==> src/rtl/mdu_iter_pkg.sv <==
// Shared op/state encodings and operand-class helpers for the iterative
// RV32M multiply/divide unit.
package mdu_iter_pkg;

  typedef enum logic [2:0] {
    MDU_MUL    = 3'd0,
    MDU_MULH   = 3'd1,
    MDU_MULHSU = 3'd2,
    MDU_MULHU  = 3'd3,
    MDU_DIV    = 3'd4,
    MDU_DIVU   = 3'd5,
    MDU_REM    = 3'd6,
    MDU_REMU   = 3'd7
  } mdu_op_e;

  typedef enum logic [1:0] {
    MDU_IDLE = 2'd0,
    MDU_CALC = 2'd1,
    MDU_FIX  = 2'd2,
    MDU_DONE = 2'd3
  } mdu_state_e;

  function automatic logic op_is_div(input mdu_op_e op);
    return op inside {MDU_DIV, MDU_DIVU, MDU_REM, MDU_REMU};
  endfunction

  // MUL is run unsigned: the low half of the product is sign-agnostic.
  function automatic logic op_a_signed(input mdu_op_e op);
    return op inside {MDU_MULH, MDU_MULHSU, MDU_DIV, MDU_REM};
  endfunction

  function automatic logic op_b_signed(input mdu_op_e op);
    return op inside {MDU_MULH, MDU_DIV, MDU_REM};
  endfunction

endpackage

==> src/rtl/mdu_div_step.sv <==
// One combinational restoring-division step: shift in the next dividend bit,
// trial-subtract the divisor and shift the quotient bit in at the LSB.
module mdu_div_step #(
  parameter int unsigned WIDTH = 32
) (
  input  logic [WIDTH:0]   rem,
  input  logic [WIDTH-1:0] quot,
  input  logic [WIDTH-1:0] divisor,
  output logic [WIDTH:0]   rem_next,
  output logic [WIDTH-1:0] quot_next
);

  logic [WIDTH+1:0] shifted;
  logic [WIDTH+1:0] diff;
  logic             fits;

  always_comb begin
    shifted   = {rem, quot[WIDTH-1]};
    diff      = shifted - {2'b00, divisor};
    fits      = ~diff[WIDTH+1];
    rem_next  = fits ? diff[WIDTH:0] : shifted[WIDTH:0];
    quot_next = {quot[WIDTH-2:0], fits};
  end

endmodule

==> src/rtl/mdu_iter.sv <==
// Iterative RV32M multiply/divide unit: radix-2 shift-add multiply and
// restoring divide on operand magnitudes, sign fix-up in a final cycle.
module mdu_iter #(
  parameter  int unsigned WIDTH = 32,
  localparam int unsigned CNT_W = $clog2(WIDTH) + 1
) (
  input  logic             clk,
  input  logic             rst,
  input  logic             flush,
  input  logic             in_valid,
  output logic             in_ready,
  input  logic [2:0]       in_op,
  input  logic [WIDTH-1:0] in_a,
  input  logic [WIDTH-1:0] in_b,
  output logic             out_valid,
  input  logic             out_ready,
  output logic [WIDTH-1:0] out_result
);

  import mdu_iter_pkg::*;

  mdu_state_e         state_q, state_d;
  logic [CNT_W-1:0]   cnt_q;
  mdu_op_e            op_q;
  logic               neg_q;
  logic               neg_rem_q;
  logic               div0_q;
  logic [WIDTH-1:0]   opnd_q;
  logic [2*WIDTH-1:0] prod_q;
  logic [WIDTH:0]     rem_q;
  logic [WIDTH-1:0]   quot_q;
  logic [WIDTH-1:0]   result_q;

  mdu_op_e            in_op_e;
  logic               a_neg, b_neg;
  logic [WIDTH-1:0]   a_mag, b_mag;
  logic               accept;
  logic [WIDTH:0]     mul_sum;
  logic [WIDTH:0]     rem_next;
  logic [WIDTH-1:0]   quot_next;
  logic [2*WIDTH-1:0] prod_fix;
  logic [WIDTH-1:0]   quot_fix, rem_fix, result;

  assign in_ready   = (state_q == MDU_IDLE) || ((state_q == MDU_DONE) && out_ready);
  assign accept     = in_valid && in_ready && !flush;
  assign out_valid  = (state_q == MDU_DONE);
  assign out_result = result_q;

  always_comb begin
    in_op_e = mdu_op_e'(in_op);
    a_neg   = op_a_signed(in_op_e) && in_a[WIDTH-1];
    b_neg   = op_b_signed(in_op_e) && in_b[WIDTH-1];
    a_mag   = a_neg ? -in_a : in_a;
    b_mag   = b_neg ? -in_b : in_b;
  end

  mdu_div_step #(.WIDTH(WIDTH)) u_div_step (
    .rem       (rem_q),
    .quot      (quot_q),
    .divisor   (opnd_q),
    .rem_next  (rem_next),
    .quot_next (quot_next)
  );

  // Multiplier bits are consumed from prod_q[0]; partial sum enters at the top.
  assign mul_sum = {1'b0, prod_q[2*WIDTH-1:WIDTH]} + (prod_q[0] ? {1'b0, opnd_q} : '0);

  // Divide-by-zero quotient is forced; the remainder path already yields |a|.
  always_comb begin
    prod_fix = neg_q ? -prod_q : prod_q;
    quot_fix = div0_q ? '1 : (neg_q ? -quot_q : quot_q);
    rem_fix  = neg_rem_q ? -rem_q[WIDTH-1:0] : rem_q[WIDTH-1:0];
    case (op_q)
      MDU_MUL:                          result = prod_fix[WIDTH-1:0];
      MDU_MULH, MDU_MULHSU, MDU_MULHU:  result = prod_fix[2*WIDTH-1:WIDTH];
      MDU_DIV, MDU_DIVU:                result = quot_fix;
      MDU_REM, MDU_REMU:                result = rem_fix;
      default:                          result = prod_fix[WIDTH-1:0];
    endcase
  end

  always_comb begin
    state_d = state_q;
    case (state_q)
      MDU_IDLE: if (accept) state_d = MDU_CALC;
      MDU_CALC: if (cnt_q == CNT_W'(1)) state_d = MDU_FIX;
      MDU_FIX:  state_d = MDU_DONE;
      MDU_DONE: if (out_ready) state_d = accept ? MDU_CALC : MDU_IDLE;
      default:  state_d = MDU_IDLE;
    endcase
    if (flush) state_d = MDU_IDLE;
  end

  always_ff @(posedge clk) begin
    if (rst) begin
      state_q <= MDU_IDLE;
    end else begin
      state_q <= state_d;
    end
  end

  always_ff @(posedge clk) begin
    if (rst) begin
      cnt_q     <= '0;
      op_q      <= MDU_MUL;
      neg_q     <= 1'b0;
      neg_rem_q <= 1'b0;
      div0_q    <= 1'b0;
      opnd_q    <= '0;
      prod_q    <= '0;
      rem_q     <= '0;
      quot_q    <= '0;
      result_q  <= '0;
    end else if (accept) begin
      cnt_q     <= CNT_W'(WIDTH);
      op_q      <= in_op_e;
      neg_q     <= a_neg ^ b_neg;
      neg_rem_q <= a_neg;
      div0_q    <= (in_b == '0);
      opnd_q    <= op_is_div(in_op_e) ? b_mag : a_mag;
      prod_q    <= {{WIDTH{1'b0}}, b_mag};
      rem_q     <= '0;
      quot_q    <= a_mag;
    end else if (state_q == MDU_CALC) begin
      cnt_q  <= cnt_q - CNT_W'(1);
      prod_q <= {mul_sum, prod_q[WIDTH-1:1]};
      rem_q  <= rem_next;
      quot_q <= quot_next;
    end else if ((state_q == MDU_FIX) && !flush) begin
      result_q <= result;
    end
  end

endmodule

==> config.mk <==
export PLATFORM = sky130hd
export DESIGN_NAME = mdu_iter
export DESIGN_NICKNAME = d
export VERILOG_FILES = /design/src/rtl/mdu_iter_pkg.sv /design/src/rtl/mdu_div_step.sv /design/src/rtl/mdu_iter.sv
export SDC_FILE = /design/constraint.sdc
export NUM_CORES = 1
export LEC_CHECK = 0
export ABC_AREA = 1
export BUFFER_PORTS_ARGS = -buffer_cell sky130_fd_sc_hd__buf_2
export CAP_MARGIN = 25
export CORE_MARGIN = 5
export CORE_UTILIZATION = 25
export DETAILED_ROUTE_END_ITERATION = 8
export PLACE_DENSITY = 0.49
export SLEW_MARGIN = 0
export SYNTH_ARGS = -nofsm -noshare
export SYNTH_HDL_FRONTEND = slang
export SYNTH_SLANG_ARGS = --single-unit
==> constraint.sdc <==
create_clock -name clk -period 3.8 [get_ports clk]
set_input_delay 0.38 -clock clk [delete_from_list [all_inputs] [get_ports clk]]
set_output_delay 0.38 -clock clk [all_outputs]
set_load 0.005 [all_outputs]
==> impl_metrics.tcl <==
set metrics [dict create \
    synth_seq_cells 207 \
    setup_viol 0 \
    arrival_ns 3.49 \
    chipHeight_um 292 \
    synth.top_cell.area_share_pct 20.8 \
    syn_nets 3702 \
    hold_path_depth 4 \
    synth_edf_count 0 \
    cts_setup_buffers 0 \
    finalHoldViolations 0 \
    grt_overflow 0 \
    status "completed" \
    io_pins 106 \
    hold_buffers 0 \
    cap_violations 0 \
    viasPerCell 5.11 \
    syn_avg_cell_area_um2 5.61 \
    layout_min_cycle_time_ns 3.02 \
    antenna_cells 0 \
    leakagePower_nw 11.4 \
    detail_route.wl_per_cell_um 20.7 \
    die_w_um 292 \
    nNetsFinal 3757 \
    cts-buffers-inserted 27 \
    finClkSkew_ns 0.0242 \
    multi_input_area_um2 13200 \
    hold_class "primary input to register" \
    core_area_um2 79000 \
    async_reset_ff_share_pct 0 \
    fin_setup_tns_ns 0 \
    drt_iter0_drc 2801 \
    grt_pass1_wl_um 142000 \
    final_cell_area_um2 22600 \
    synthTopCellsByArea "dfxtp_1 (21%), nand2_1 (19%), inv_1 (9.9%), nand3_1 (9.0%), nor2_1 (6.8%)" \
    min_from "flush" \
    peakVddDrop_uv 275 \
    fill_cells 9084 \
    syn_to_final_growth_pct 13.3 \
    ant_nets 0 \
    start_util_pct 25.2 \
    rows 103 \
    r2r_slack_ns 0.78 \
    cp-start-kind "register" \
    cp-startpoint "prod_q[0]" \
    final-seq-area_um2 4150 \
    critical_path_class "register to register" \
    grt_pass1_vias 21700 \
    dieArea_um2 85400 \
    postPlaceCellArea_um2 21600 \
    cts_buffer_depth 3 \
    grt_max_degree 51 \
    antenna_found_initial 2 \
    drc 0 \
    clk_pin_slew_ns 0.07 \
    worst_slew_pin_slew_ns 0.960 \
    wl_um 96700 \
    synthesis.area_um2 19900 \
    max_freq_ghz 0.331 \
    cts_sinks 207 \
    cp_max_fo 33 \
    netlist_instances 3553 \
    ctsResizeCount 0 \
    maxSlewViolCount 0 \
    track_usage_pct 21.4 \
    portBuffers 105 \
    first_pass_iters 5 \
    worstPathRequired_ns 4.27 \
    yosysTopAreaCell "dfxtp_1" \
    worst-r2r-cell-count 15 \
    reg2reg_to "prod_q[52]" \
    root_buffer "clkbuf_16" \
    gp_congestion 0.991 \
    end_kind "register" \
    cts_tree "yes" \
    r2r-start "prod_q[0]" \
    synth_warnings 0 \
    ys_seq_area_share_pct 20.8 \
    p_per_area_nw_per_um2 384 \
    clk_latency_ns 0.58 \
    rsz0062_at_grt "false" \
    fin_crit_sh_pct 79.5 \
    hold-path-endpoint "state_q[1]" \
    dp_hpwl_um 78700 \
    ys.flop_type "dfxtp_1" \
    vias 23900 \
    slew_headroom_pct 35.3 \
    synth_cell_types 53 \
    drive_above_1_share_pct 7.00 \
    cts_max_level 1 \
]
## Yosys cell counts, types with 40 or more instances
cell type,n
nor2_1,360
ha_1,75
dfxtp_1,207
o21ai_1,45
a31oi_1,40
clkbuf_1,73
xor2_1,81
nand2_1,1008
a21oi_1,228
o21ai_0,167
nand4_1,66
inv_1,528
nand3_1,359
nor3_1,52
## placed cells by master, fill, tap and decap left out, drive strengths merged, types with 75 or more instances in the layout
cell,netlist,layout
ha,75,75
dfxtp,207,207
buf,49,147
xor2,81,81
nor2,367,367
a21oi,229,229
o21ai,219,219
inv,549,552
nand3,363,363
nand2,1014,1014
## logic make-up (layout without fill, tap and decap cells)
logic type | count (synthesis) | count (layout) | share of synthesized area (%)
adder cells (fa/ha/maj) | 77 | 77 | 4.91
AND/OR/NAND/NOR | 1896 | 1896 | 40.1
buffers and inverters | 674 | 749 | 13.1
XOR/XNOR | 99 | 99 | 4.35
AO/OA/AOI/OAI | 600 | 600 | 16.8
flip-flops | 207 | 207 | 20.8
## registers in the layout, indices dropped and copies added, names as in the netlist, 2 cells and up
register    count
prod_q         64
rem_q          33
opnd_q         32
out_result     32
quot_q         32
cnt_q           6
op_q            3
state_q         2
## power by group
group | switching, mW | leakage [nW] | internal [mW]
Clock | 1.18 | 0.485 | 1.79
Combinational | 2.29 | 9.26 | 0.932
Sequential | 0.179 | 1.68 | 2.30
## layer usage
metal  wire length (um)  track usage [%]  vias up
li1                   -                -    11600
met1              45200             31.5    11100
met2              39700             31.8     1022
met3               8050             3.72      167
met4               3720             6.79        4
met5                 27                0        -
## layout make-up
cell class / count / area share (%)
multi-input combinational: 2672 / 58.4
sequential: 207 / 18.4
inverter: 552 / 9.19
tap: 1050 / 5.82
timing repair buffer: 148 / 3.81
clock buffer: 34 / 3.29
clock inverter: 15 / 1.09
## critical path: stages (launching register included)
cell	delay [ns]
dfxtp_1	0.35
buf_4	0.38
nand2_1	0.27
inv_1	0.17
ha_1	0.14
nand2_1	0.04
o21ai_1	0.24
a21oi_1	0.16
o21bai_1	0.43
nand2_1	0.09
nand2_1	0.17
nand2_1	0.10
nand3_1	0.08
nand3_1	0.12
nand2_1	0.10
inv_1	0.04
## per-stage QoR
step | setup slack, ns | power [mW] | hold WS (ns) | std cells | utilization [%]
2_1_floorplan | 1.38 | 4.59 | 0.443 | 3553 | -
3_3_place_gp | 0.641 | 5.67 | 0.458 | 4628 | 27.3
3_5_place_dp | 0.621 | 5.65 | 0.467 | 4628 | 27.3
4_1_cts | 0.791 | 8.61 | 0.0719 | 4677 | 28.6
5_1_grt | 0.554 | 9.10 | 0.0932 | 4678 | 28.6
6_report | 0.780 | 8.67 | 0.0920 | 4678 | 28.6
## worst max-delay path by stage
stage | slack [ns] | depth (start not counted) | end
after detailed placement | 0.62 | 13 | opnd_q[14]
final | 0.78 | 15 | prod_q[52]
after floorplan | 1.38 | 18 | prod_q[53]
after CTS | 0.79 | 15 | prod_q[52]
after global placement | 0.64 | 13 | opnd_q[14]
after global routing | 0.55 | 15 | prod_q[61]
Note: power is estimated with default switching activity, not from simulation.
